## config.mk

```make
export PLATFORM = sky130hd
export DESIGN_NAME = snake_body_ctrl
export DESIGN_NICKNAME = d
export VERILOG_FILES = /design/src/rtl/snake_pkg.sv /design/src/rtl/snake_seg_store.sv /design/src/rtl/snake_body_ctrl.sv
export SDC_FILE = /design/constraint.sdc
export NUM_CORES = 1
export LEC_CHECK = 0
export ABC_AREA = 1
export CAP_MARGIN = 25
export CORE_MARGIN = 2
export CORE_UTILIZATION = 55
export CTS_CLUSTER_SIZE = 40
export DETAILED_ROUTE_END_ITERATION = 6
export PLACE_DENSITY = 0.74
export SKIP_CTS_REPAIR_TIMING = 1
export SYNTH_ARGS = -nofsm -noshare
export SYNTH_HDL_FRONTEND = slang
export SYNTH_SLANG_ARGS = --single-unit
```

## constraint.sdc

```tcl
create_clock -name clk -period 8.8 [get_ports clk]
set_input_delay 2.2 -clock clk [delete_from_list [all_inputs] [get_ports clk]]
set_output_delay 2.2 -clock clk [all_outputs]
set_load 0.02 [all_outputs]
```

## src/rtl/snake_pkg.sv

```systemverilog
// Shared types and default grid constants for the snake game datapath.
// The direction encoding is common to the direction FSM and the body controller.
package snake_pkg;

   typedef enum logic [2:0] {
      STOP  = 3'd0,
      LEFT  = 3'd1,
      RIGHT = 3'd2,
      UP    = 3'd3,
      DOWN  = 3'd4
   } direction_t;

   typedef enum logic [1:0] {
      IDLE   = 2'd0,
      CHECK  = 2'd1,
      UPDATE = 2'd2,
      DEAD   = 2'd3
   } ctrl_state_t;

   localparam int GRID_W_DEF  = 16;
   localparam int GRID_H_DEF  = 12;
   localparam int MAX_LEN_DEF = 16;
   localparam int X_W_DEF     = $clog2(GRID_W_DEF);
   localparam int Y_W_DEF     = $clog2(GRID_H_DEF);

endpackage

```

## src/rtl/snake_seg_store.sv

```systemverilog
// Snake body coordinate shift register: segment 0 is the head, shift-in on update.
// Two combinational read ports serve the collision checker and the renderer.
module snake_seg_store
   import snake_pkg::*;
#(
   parameter int MAX_LEN  = 16,
   parameter int INIT_LEN = 3,
   parameter int START_X  = 8,
   parameter int START_Y  = 6,
   parameter int XW       = 4,
   parameter int YW       = 4,
   parameter int IW       = 4
) (
   input  logic          clk,
   input  logic          rst,
   input  logic          i_shift,
   input  logic [XW-1:0] i_head_x,
   input  logic [YW-1:0] i_head_y,
   input  logic [IW-1:0] i_chk_idx,
   input  logic [IW-1:0] i_rd_idx,
   output logic [XW-1:0] o_chk_x,
   output logic [YW-1:0] o_chk_y,
   output logic [XW-1:0] o_rd_x,
   output logic [YW-1:0] o_rd_y,
   output logic [XW-1:0] o_seg0_x,
   output logic [YW-1:0] o_seg0_y
);

   logic [XW-1:0] r_x [MAX_LEN];
   logic [YW-1:0] r_y [MAX_LEN];

   // Reset lays the initial body out horizontally, trailing to the left of the head.
   always_ff @(posedge clk or posedge rst) begin
      if (rst) begin
         for (int i = 0; i < MAX_LEN; i++) begin
            r_x[i] <= (i < INIT_LEN) ? XW'(START_X - i) : '0;
            r_y[i] <= (i < INIT_LEN) ? YW'(START_Y) : '0;
         end
      end else if (i_shift) begin
         r_x[0] <= i_head_x;
         r_y[0] <= i_head_y;
         for (int i = 1; i < MAX_LEN; i++) begin
            r_x[i] <= r_x[i-1];
            r_y[i] <= r_y[i-1];
         end
      end
   end

   assign o_chk_x  = r_x[i_chk_idx];
   assign o_chk_y  = r_y[i_chk_idx];
   assign o_rd_x   = r_x[i_rd_idx];
   assign o_rd_y   = r_y[i_rd_idx];
   assign o_seg0_x = r_x[0];
   assign o_seg0_y = r_y[0];

endmodule

```

## src/rtl/snake_body_ctrl.sv

```systemverilog
// Per-tick snake body sequencer: next-head computation, wall and self-collision
// scan (one segment per cycle), then body shift with optional growth.
module snake_body_ctrl
   import snake_pkg::*;
#(
   parameter int GRID_W   = 16,
   parameter int GRID_H   = 12,
   parameter int MAX_LEN  = 16,
   parameter int INIT_LEN = 3,
   parameter int START_X  = 8,
   parameter int START_Y  = 6
) (
   input  logic                         clk,
   input  logic                         rst,
   input  logic                         pulse,
   input  direction_t                   direction,
   input  logic [$clog2(GRID_W)-1:0]    apple_x,
   input  logic [$clog2(GRID_H)-1:0]    apple_y,
   input  logic [$clog2(MAX_LEN)-1:0]   rd_idx,
   output logic [$clog2(GRID_W)-1:0]    rd_x,
   output logic [$clog2(GRID_H)-1:0]    rd_y,
   output logic                         rd_valid,
   output logic [$clog2(GRID_W)-1:0]    head_x,
   output logic [$clog2(GRID_H)-1:0]    head_y,
   output logic [$clog2(MAX_LEN+1)-1:0] length,
   output logic                         eaten,
   output logic                         busy,
   output logic                         game_over
);

   localparam int XW = $clog2(GRID_W);
   localparam int YW = $clog2(GRID_H);
   localparam int IW = $clog2(MAX_LEN);
   localparam int LW = $clog2(MAX_LEN+1);

   ctrl_state_t   r_state;
   logic [XW-1:0] r_nh_x;
   logic [YW-1:0] r_nh_y;
   logic          r_grow;
   logic [IW-1:0] r_idx;
   logic [LW-1:0] r_len;
   logic          r_eaten;
   logic          r_game_over;

   logic [XW-1:0] w_head_x, w_chk_x, w_nh_x;
   logic [YW-1:0] w_head_y, w_chk_y, w_nh_y;
   logic          w_wall, w_move, w_hit;
   logic [LW-1:0] w_limit;

   snake_seg_store #(
      .MAX_LEN (MAX_LEN),
      .INIT_LEN(INIT_LEN),
      .START_X (START_X),
      .START_Y (START_Y),
      .XW      (XW),
      .YW      (YW),
      .IW      (IW)
   ) u_store (
      .clk      (clk),
      .rst      (rst),
      .i_shift  (r_state == UPDATE),
      .i_head_x (r_nh_x),
      .i_head_y (r_nh_y),
      .i_chk_idx(r_idx),
      .i_rd_idx (rd_idx),
      .o_chk_x  (w_chk_x),
      .o_chk_y  (w_chk_y),
      .o_rd_x   (rd_x),
      .o_rd_y   (rd_y),
      .o_seg0_x (w_head_x),
      .o_seg0_y (w_head_y)
   );

   // Undefined direction codes are treated like STOP rather than as a move.
   always_comb begin
      w_nh_x = w_head_x;
      w_nh_y = w_head_y;
      w_wall = 1'b0;
      w_move = 1'b1;
      case (direction)
         LEFT: begin
            w_wall = (w_head_x == '0);
            w_nh_x = w_head_x - XW'(1);
         end
         RIGHT: begin
            w_wall = (w_head_x == XW'(GRID_W-1));
            w_nh_x = w_head_x + XW'(1);
         end
         UP: begin
            w_wall = (w_head_y == '0);
            w_nh_y = w_head_y - YW'(1);
         end
         DOWN: begin
            w_wall = (w_head_y == YW'(GRID_H-1));
            w_nh_y = w_head_y + YW'(1);
         end
         default: w_move = 1'b0;
      endcase
   end

   // Without growth the tail cell is vacated this tick, so the scan stops short of it.
   assign w_limit = r_grow ? (r_len - LW'(1)) : (r_len - LW'(2));
   assign w_hit   = (w_chk_x == r_nh_x) && (w_chk_y == r_nh_y);

   always_ff @(posedge clk or posedge rst) begin
      if (rst) begin
         r_state     <= IDLE;
         r_nh_x      <= '0;
         r_nh_y      <= '0;
         r_grow      <= 1'b0;
         r_idx       <= '0;
         r_len       <= LW'(INIT_LEN);
         r_eaten     <= 1'b0;
         r_game_over <= 1'b0;
      end else begin
         r_eaten <= 1'b0;
         case (r_state)
            IDLE: begin
               if (pulse && w_move) begin
                  if (w_wall) begin
                     r_state     <= DEAD;
                     r_game_over <= 1'b1;
                  end else begin
                     r_nh_x  <= w_nh_x;
                     r_nh_y  <= w_nh_y;
                     r_grow  <= (w_nh_x == apple_x) && (w_nh_y == apple_y);
                     r_idx   <= '0;
                     r_state <= CHECK;
                  end
               end
            end
            CHECK: begin
               if (w_hit) begin
                  r_state     <= DEAD;
                  r_game_over <= 1'b1;
               end else if (LW'(r_idx) == w_limit) begin
                  r_state <= UPDATE;
                  r_eaten <= r_grow;
               end else begin
                  r_idx <= r_idx + IW'(1);
               end
            end
            UPDATE: begin
               if (r_grow && (r_len < LW'(MAX_LEN)))
                  r_len <= r_len + LW'(1);
               r_state <= IDLE;
            end
            default: r_state <= DEAD;
         endcase
      end
   end

   assign head_x    = w_head_x;
   assign head_y    = w_head_y;
   assign length    = r_len;
   assign eaten     = r_eaten;
   assign game_over = r_game_over;
   assign busy      = (r_state == CHECK) || (r_state == UPDATE);
   assign rd_valid  = (LW'(rd_idx) < r_len);

endmodule

```

-- Yosys cells after proc, flatten, opt, wreduce, memory -nomap -nowiden
Cells that the tools add are included.
- register bits: 150
- bits of input ports: 18
- output and inout port bits: 25
- logic and storage cells: 124
- add/subtract/negate cells: 8
- $lt $le $gt $ge: 4
- eq/ne operators: 20
- multiplexer cells: 34
- bitwise gates (word level): 3
- reductions and logical operators: 15
- operators with widths (operator ; count):
    4-bit binary-select mux with 4-bit select ; 4
    4-bit two-way mux ; 12
    4-bit case mux with 2 select lines ; 3
    4-bit == test ; 4
    4-bit by 1-bit adder with 4-bit output, second input constant ; 3
    2-bit != test, second input constant ; 6
    5-bit >= comparator, second input constant ; 2
    4-bit NOT with 5-bit output ; 2
    4-bit == test, second input constant ; 2
    4-bit zero test ; 2
    2-bit two-way mux ; 4
    4-bit by 1-bit subtractor with 4-bit output, second input constant ; 2
    1-bit two-way mux ; 7
    3-bit by 2-bit == test with 1-bit output, second input constant ; 2
    2-bit case mux with 3 select lines ; 1
    5-bit by 1-bit adder with 5-bit output, second input constant ; 1
    4-bit by 5-bit == test with 1-bit output ; 1
    4-bit by 5-bit less-than comparator with 1-bit output ; 1
    5-bit less-than comparator, second input constant ; 1
    5-bit two-way mux ; 1
    5-bit AND reduction ; 1
    5-bit by 1-bit subtractor with 5-bit output, second input constant ; 1
    5-bit by 2-bit subtractor with 5-bit output, second input constant ; 1
    1-bit logical AND ; 4
    15 further kinds ; 16

-- Depth between registers and ports, before layout
Gate-level depths: netlist (run 1).
- depth after elaboration: 8
- gate-level depth with buffers: 18
- mapped depth without buffers: 17

-- Hierarchy
From an unflattened synthesis (run 1), not the netlist that was laid out.
- cells, all modules: 1413
- area, all modules: 9909.5 um2
- modules (own cells, without submodules) (module ; instances ; cells each ; area each (um2) ; sequential area each (um2)):
    snake_seg_store ; 1 ; 1101 ; 7811.2 ; 3218.1
    snake_body_ctrl ; 1 ; 312 ; 2098.3 ; 553.0

-- Worst setup path before layout (run 1)
OpenSTA, ideal clock, no wires.
- path kind: input-to-output
- start: in rd_idx[0]
- end: out rd_y[0]
- arrival time: 3.539 ns
- required time: 6.600 ns
- slack: 3.061 ns
- stages on the path: 6
- path buffers: 2
- cell sequence: clkbuf_1 > clkbuf_1 > o21ai_0 > a21oi_1 > o22ai_1 > o21ai_0
- cells in the longest elaborated chain, start to end: 4
- ends and longest elaborated chain (item ; RTL line ; RTL):
    from (decl) ; snake_body_ctrl.sv:19 ; input logic [$clog2(MAX_LEN)-1:0] rd_idx,
    4-bit NOT with 5-bit output (not written as such) ; snake_seg_store.sv:52 ; assign o_rd_y = r_y[i_rd_idx];
    4-bit binary-select mux with 4-bit select ; snake_seg_store.sv:52 ;
    4-bit two-way mux (not written as such) (2 in series) ; snake_seg_store.sv:52 ;
    to (decl) ; snake_body_ctrl.sv:21 ; output logic [$clog2(GRID_H)-1:0] rd_y,
No other way between the ends. The select of a mux whose other input is x is not followed.

-- Worst setup path after layout (run 1)
- start: in rd_idx[2]
- end: out rd_y[0]
Same word-level chain as after synthesis.

==> out/summary.json, run 1 <==
{
  "outcome": {"value": "finished, final reports clean"},
  "port-buffer-count": {"value": 42},
  "worstReg2RegStart": {"value": "r_state[0]"},
  "cp.required": {"value": 6.60, "unit": "ns"},
  "worst-slew-pin-transition": {"value": 1.03, "unit": "ns"},
  "post-synth-top-area-cell": {"value": "sky130_fd_sc_hd__dfrtp_1"},
  "timing.final.crit_period": {"value": 6.90, "unit": "ns"},
  "asyncSetResetFlopFracSynth": {"value": 100, "unit": "%"},
  "vdd.ir_drop.worst": {"value": 184, "unit": "uV"},
  "critical_path_launch_point_type": {"value": "input pin"},
  "setup_ws": {"value": 1.90, "unit": "ns"},
  "area.growth.synth_to_final": {"value": 11.2, "unit": "%"},
  "gr-total-overflow": {"value": 0},
  "multi_input_comb_area": {"value": 0.00430, "unit": "mm^2"},
  "synth_top_cells_by_area": {"value": "sky130_fd_sc_hd__dfrtp_1 38%, sky130_fd_sc_hd__nand2_1 14%, sky130_fd_sc_hd__o21ai_0 9.8%, sky130_fd_sc_hd__a21oi_1 6.9%, sky130_fd_sc_hd__inv_1 5.2%"},
  "synthTopCellsByCount": {"value": "345 x sky130_fd_sc_hd__nand2_1, 175 x sky130_fd_sc_hd__o21ai_0, 136 x sky130_fd_sc_hd__dfrtp_1, 125 x sky130_fd_sc_hd__inv_1, 123 x sky130_fd_sc_hd__a21oi_1"},
  "die_y": {"value": 132, "unit": "um"},
  "most_used_standard_cell_by_instance_count_after_synthesis": {"value": "sky130_fd_sc_hd__nand2_1"},
  "place_congestion": {"value": 0.883},
  "power_leakage": {"value": 4.56, "unit": "nW"},
  "fmaxAchievable": {"value": 145, "unit": "MHz"},
  "placedCellCount": {"value": 1434},
  "total_number_of_h_tree_levels": {"value": 4},
  "holdPathEnd": {"value": "game_over"},
  "fillCellCount": {"value": 1475},
  "powerDensity": {"value": 351, "unit": "mW/mm^2"},
  "die_x": {"value": 132, "unit": "um"},
  "synth_enable_flop_cells": {"value": 0},
  "logic_depth_of_the_worst_register_to_register_path": {"value": 5},
  "yosys_register_bits": {"value": 150},
  "clock_tree.buffer_depth": {"value": 2},
  "globalRouteTotalUtil": {"value": 27.1, "unit": "%"},
  "grt_antenna_before_repair": {"value": 0},
  "row_count": {"value": 46},
  "regToRegEndpoint": {"value": "u_store.r_y[25]"},
  "post_route_cells_drive_above_1_share": {"value": 5.36, "unit": "%"},
  "timing.reg2reg.setup_slack": {"value": 5.67, "unit": "ns"},
  "numClockSinks": {"value": 150},
  "drt_pre_antenna_iters": {"value": 5},
  "worst_setup_hold_path_clk_slew": {"value": 0.06, "unit": "ns"},
  "antenna_left": {"value": 0},
  "hp-class": {"value": "flip-flop to flip-flop"},
  "critical-path-max-stage-delay": {"value": 0.65, "unit": "ns"},
  "hold_violations": {"value": 0},
  "critical-path-slowest-cell": {"value": "sky130_fd_sc_hd__clkdlybuf4s50_1"},
  "detailed_route_wire_length_per_cell": {"value": 15.6, "unit": "um"},
  "place_hpwl": {"value": 14.0, "unit": "mm"},
  "layout.cells.non_filler": {"value": 1466},
  "critPathCaptureType": {"value": "primary output"},
  "floorplan.die_area": {"value": 0.0173, "unit": "mm^2"},
  "report.final.setup_viol": {"value": 0},
  "routed_via_density": {"value": 5.59},
  "synth_fp_nets": {"value": 1289},
  "i_o_pin_count": {"value": 43},
  "coreArea": {"value": 0.0159, "unit": "mm^2"},
  "synthDominantCellAreaShare": {"value": 38.0, "unit": "%"},
  "grt_first_pass_wirelength": {"value": 37.9, "unit": "mm"},
  "placement.setup.worst_slack": {"value": 1.88, "unit": "ns"},
  "start_util": {"value": 56.3, "unit": "%"},
  "cp.arrival": {"value": 4.70, "unit": "ns"},
  "seqCellArea": {"value": 0.00377, "unit": "mm^2"},
  "crit_path_cell_trace": {"value": "clkdlybuf4s50_1, buf_4, clkinv_1, nand2_1, o22ai_1, o21ai_0, clkdlybuf4s50_1"},
  "grt_max_degree": {"value": 112},
  "fin_nets": {"value": 1274},
  "synthesis.area_per_instance": {"value": 7.15, "unit": "um^2"},
  "mappedNetlistArea": {"value": 0.00895, "unit": "mm^2"},
  "via_count_of_the_first_global_routing_pass": {"value": 7513},
  "timing_max_transition_violations_final": {"value": 0},
  "timing.setup.critical_path_class": {"value": "input pin to primary output"},
  "timing.hold.worst.start": {"value": "game_over"},
  "synth_cell_type_count": {"value": 33},
  "cell_with_the_most_instances_on_the_worst_path": {"value": "sky130_fd_sc_hd__clkdlybuf4s50_1"},
  "detail_route.iter0.violations": {"value": 711},
  "synth-main-ff-cell": {"value": "sky130_fd_sc_hd__dfrtp_1"},
  "tritoncts": {"value": "done"},
  "synth_cells": {"value": 1252},
  "fin_setup_tns": {"value": 0, "unit": "ns"},
  "rsz0062_at_grt": {"value": "false"},
  "synth_sequential_area_ratio": {"value": 42.1, "unit": "%"},
  "cts_made_buffers": {"value": 17},
  "hold-path-cell-count": {"value": 1},
  "root_buffer": {"value": "sky130_fd_sc_hd__clkbuf_16"},
  "maxCapViolations": {"value": 0},
  "crit_path_max_fanout": {"value": 19},
  "num_vias": {"value": 8196},
  "clock_insertion_delay_at_the_later_pin_of_the_skew_report": {"value": 0.43, "unit": "ns"},
  "drc": {"value": 0},
  "wirelength": {"value": 22.8, "unit": "mm"},
  "finalClockSkew": {"value": 0.00576, "unit": "ns"},
  "final_design_utilization": {"value": 62.6, "unit": "%"},
  "slew_headroom": {"value": 31.2, "unit": "%"},
  "hold_ws": {"value": 0.482, "unit": "ns"},
  "antennaDiodeCount": {"value": 0},
  "final.period_utilization": {"value": 78.5, "unit": "%"},
  "yosys_warnings": {"value": 0}
}
[layout by cell type (no fill, tap or decap), drive strengths merged, types with 4 or more instances in the layout]
| cell type | netlist | routed |
|---|---|---|
| inv | 129 | 129 |
| xor2 | 13 | 13 |
| bufinv | 0 | 4 |
| nand3 | 76 | 76 |
| dfrtp | 136 | 136 |
| clkdlybuf4s50 | 0 | 40 |
| nand2 | 346 | 346 |
| o211ai | 16 | 16 |
| xnor2 | 9 | 9 |
| buf | 33 | 10 |
| clkbuf | 51 | 20 |
| o221ai | 14 | 14 |
| a21oi | 123 | 123 |
| o21ai | 176 | 176 |
| clkinv | 1 | 6 |
| nor2 | 78 | 78 |
| ha | 17 | 17 |
| nand4 | 4 | 4 |
| dfstp | 14 | 14 |
[routing by layer]
layer  GRT usage [%]  wire, um
met1            37.2     10300
met2            43.4     10800
met3            4.98      1210
met4            9.06       484
met5               0         0
[where the power goes]
group	internal [mW]	switching, mW	leakage (nW)	total, mW
sequential	1.02	0.255	1.83	1.28
clock	0.496	0.296	0.308	0.792
combinational	0.500	0.922	2.42	1.42
total	2.02	1.47	4.56	3.49
[logic make-up after synthesis]
| family | after synthesis | share of synthesized area (%) |
|---|---|---|
| xor gates and xnor gates | 22 | 2.15 |
| AOI/OAI and AO/OA | 334 | 19.9 |
| adders and majority gates | 19 | 2.82 |
| and+or+nand+nor | 513 | 23.1 |
| DFF | 150 | 42.1 |
| buffers and inverters | 214 | 9.95 |
[critical path: cells and delay by family]
kind            cells  cell delay, ns
simple gates        1            0.23
compound gates      2            0.32
buf+inv             4            1.94
[worst max-delay path by stage]
stage / start / to / cells past startpoint
after floorplan: rst / eaten / 1
after global placement: rd_idx[2] / rd_y[0] / 7
after detailed placement: rd_idx[2] / rd_y[0] / 7
after CTS: rd_idx[2] / rd_y[0] / 7
after global routing: rd_idx[2] / rd_y[0] / 7
final: rd_idx[2] / rd_y[0] / 7
[state kept, by name (all words and copies together), names as in the netlist]
name,flops
eaten,1
game_over,1
length,5
r_grow,1
r_idx,4
r_nh_x,4
r_nh_y,4
r_state,2
u_store.o_seg0_x,4
u_store.o_seg0_y,4
u_store.r_x,60
u_store.r_y,60
[area by class of cell]
class                   instances  share of cell area, %
well taps                     216                   2.72
multi-input cells             888                   43.2
clock buffers                  20                   4.69
repair buffers                 50                   4.75
inverters                     130                   4.95
flip-flops and latches        150                   37.9
clock inverters                12                   1.76
[stage by stage]
stage          cell area, um^2  power, mW
2_1_floorplan             8950       2.33
3_3_place_gp              9310       2.64
3_5_place_dp              9310       2.69
4_1_cts                   9950       3.49
5_1_grt                   9950       3.78
6_report                  9950       3.49
No activity file was read; power rests on OpenSTA's default activity.
==> run 2, diff against run 1 <==
--- a/config.mk
+++ b/config.mk
@@ -11,7 +11,7 @@
 export CORE_UTILIZATION = 55
 export CTS_CLUSTER_SIZE = 40
 export DETAILED_ROUTE_END_ITERATION = 6
-export PLACE_DENSITY = 0.74
+export PLACE_DENSITY = 0.77
 export SKIP_CTS_REPAIR_TIMING = 1
 export SYNTH_ARGS = -nofsm -noshare
 export SYNTH_HDL_FRONTEND = slang
==> constraint.sdc (replaced) <==
create_clock -name clk -period 6 [get_ports clk]
set_input_delay 1.5 -clock clk [delete_from_list [all_inputs] [get_ports clk]]
set_output_delay 1.5 -clock clk [all_outputs]
set_load 0.02 [all_outputs]
==> run 2 against run 1 <==
Sequential share of layout area unchanged. Sequential power up 47%. Worst hold slack better by 0.0030 ns. Final cell count up 0.27%. Worst setup slack worse by 1.1 ns. Utilization unchanged. Global-route usage about the same. Routed wire length up 1.3%. Largest cell class unchanged.
==> out/summary.json, run 2 (same netlist as run 1, synthesis figures left out) <==
{
  "globalRouteTotalUtil": {"value": 27.1, "unit": "%"},
  "place_congestion": {"value": 0.875},
  "gr-total-overflow": {"value": 0},
  "cts_made_buffers": {"value": 17},
  "rsz0062_at_grt": {"value": "false"},
  "row_count": {"value": 46},
  "maxCapViolations": {"value": 0},
  "final.period_utilization": {"value": 86.3, "unit": "%"},
  "detailed_route_wire_length_per_cell": {"value": 15.7, "unit": "um"},
  "placedCellCount": {"value": 1437},
  "fmaxAchievable": {"value": 193, "unit": "MHz"},
  "vdd.ir_drop.worst": {"value": 298, "unit": "uV"},
  "setup_ws": {"value": 0.820, "unit": "ns"},
  "crit_path_cell_trace": {"value": "clkdlybuf4s50_1, inv_1, o221ai_1, nand2_1, clkdlybuf4s50_1"},
  "hold_ws": {"value": 0.485, "unit": "ns"},
  "root_buffer": {"value": "sky130_fd_sc_hd__clkbuf_16"},
  "placed_area": {"value": 0.00934, "unit": "mm^2"},
  "critical_path_launch_point_type": {"value": "input pin"},
  "via_count_of_the_first_global_routing_pass": {"value": 7580},
  "finalClockSkew": {"value": 0.00897, "unit": "ns"},
  "hold-path-cell-count": {"value": 1},
  "routed_via_density": {"value": 5.65},
  "powerDensity": {"value": 509, "unit": "mW/mm^2"},
  "regToRegEndpoint": {"value": "r_idx[0]"},
  "worst_setup_hold_path_clk_slew": {"value": 0.05, "unit": "ns"},
  "grt_antenna_before_repair": {"value": 0},
  "timing.hold.worst.start": {"value": "game_over"},
  "cell_with_the_most_instances_on_the_worst_path": {"value": "sky130_fd_sc_hd__clkdlybuf4s50_1"},
  "area.growth.synth_to_final": {"value": 11.2, "unit": "%"},
  "clock_tree.buffer_depth": {"value": 2},
  "port-buffer-count": {"value": 42},
  "outcome": {"value": "finished, final reports clean"},
  "hp-class": {"value": "flip-flop to flip-flop"},
  "grt_max_degree": {"value": 120},
  "i_o_pin_count": {"value": 43},
  "critical-path-slowest-cell": {"value": "sky130_fd_sc_hd__clkdlybuf4s50_1"},
  "floorplan.die_area": {"value": 0.0173, "unit": "mm^2"},
  "critical-path-max-stage-delay": {"value": 0.77, "unit": "ns"},
  "detail_route.iter0.violations": {"value": 781},
  "die_y": {"value": 132, "unit": "um"},
  "drc": {"value": 0},
  "holdPathEnd": {"value": "game_over"},
  "hold_violations": {"value": 0},
  "timing.setup.critical_path_class": {"value": "input pin to primary output"},
  "final_cell_mix": {"value": "345 x sky130_fd_sc_hd__nand2_1, 175 x sky130_fd_sc_hd__o21ai_0, 135 x sky130_fd_sc_hd__dfrtp_1"},
  "layout.cells.non_filler": {"value": 1470},
  "antennaDiodeCount": {"value": 0},
  "fin_setup_tns": {"value": 0, "unit": "ns"},
  "critPathCaptureType": {"value": "primary output"},
  "antenna_left": {"value": 0},
  "report.final.setup_viol": {"value": 0},
  "total_number_of_h_tree_levels": {"value": 4},
  "timing.final.crit_period": {"value": 5.18, "unit": "ns"},
  "num_vias": {"value": 8305},
  "start_util": {"value": 56.3, "unit": "%"},
  "post_route_cells_drive_above_1_share": {"value": 5.50, "unit": "%"},
  "worst-slew-pin-transition": {"value": 0.959, "unit": "ns"},
  "power_leakage": {"value": 4.58, "unit": "nW"},
  "cp.arrival": {"value": 3.68, "unit": "ns"},
  "slew_headroom": {"value": 36.0, "unit": "%"},
  "worstReg2RegStart": {"value": "r_idx[1]"},
  "placement.setup.worst_slack": {"value": 0.919, "unit": "ns"},
  "place_hpwl": {"value": 14.8, "unit": "mm"},
  "logic_depth_of_the_worst_register_to_register_path": {"value": 17},
  "drt_pre_antenna_iters": {"value": 5},
  "clock_insertion_delay_at_the_later_pin_of_the_skew_report": {"value": 0.43, "unit": "ns"},
  "numClockSinks": {"value": 150},
  "grt_first_pass_wirelength": {"value": 37.9, "unit": "mm"},
  "timing.reg2reg.setup_slack": {"value": 3.09, "unit": "ns"},
  "timing_max_transition_violations_final": {"value": 0},
  "die_x": {"value": 132, "unit": "um"},
  "layout.cell_area.non_filler": {"value": 0.00995, "unit": "mm^2"},
  "cp.required": {"value": 4.50, "unit": "ns"},
  "tritoncts": {"value": "done"},
  "most_common_cell_after_layout_fill_and_taps_aside": {"value": "sky130_fd_sc_hd__nand2_1"},
  "crit_path_max_fanout": {"value": 11},
  "fin_nets": {"value": 1278},
  "wirelength": {"value": 23.1, "unit": "mm"},
  "coreArea": {"value": 0.0159, "unit": "mm^2"}
}
[run 2: power breakdown]
part	internal, mW	total [mW]	switching (mW)
registers	1.50	1.88	0.382
logic	0.745	2.11	1.36
clock network	0.653	1.07	0.420
total	2.90	5.06	2.16
[run 2: layout make-up]
| type | count | area, um^2 |
|---|---|---|
| Clock inverter | 9 | 98.8 |
| Timing Repair Buffer | 54 | 528 |
| Fill cell | 1473 | 5930 |
| Sequential cell | 150 | 3770 |
| Tap cell | 216 | 270 |
| Inverter | 130 | 493 |
| Multi-Input combinational cell | 888 | 4300 |
| Clock buffer | 23 | 488 |
[run 2: critical path: cells and delay by family]
kind            cells  cell delay, ns
compound gates      1            0.24
buf+inv             3            1.82
simple gates        1            0.11
[run 2: stage by stage]
stage | power, mW | utilization, %
floorplan | 3.42 | -
global placement | 3.87 | 58.8
detailed placement | 3.96 | 58.8
CTS | 5.05 | 62.5
global route | 5.47 | 62.6
finish | 5.06 | 62.6
[run 2: worst max path at each step]
stage | startpoint | to | slack (ns)
6_report | rd_idx[3] | rd_x[1] | 0.82
5_1_grt | rd_idx[0] | rd_y[0] | 0.70
4_1_cts | rd_idx[3] | rd_x[1] | 0.91
3_5_place_dp | rd_idx[3] | rd_x[1] | 0.92
3_3_place_gp | rd_idx[3] | rd_x[1] | 0.95
2_1_floorplan | rst | eaten | 0.49
[run 2: routing by layer]
metal | vias to the layer above | part of all wire, % | global-route usage, %
met2 | 277 | 49 | 45.5
met5 | - | 0 | 0
met3 | 57 | 5.9 | 5.13
met1 | 3921 | 42 | 35.5
met4 | 0 | 2.6 | 8.39
li1 | 4050 | - | -
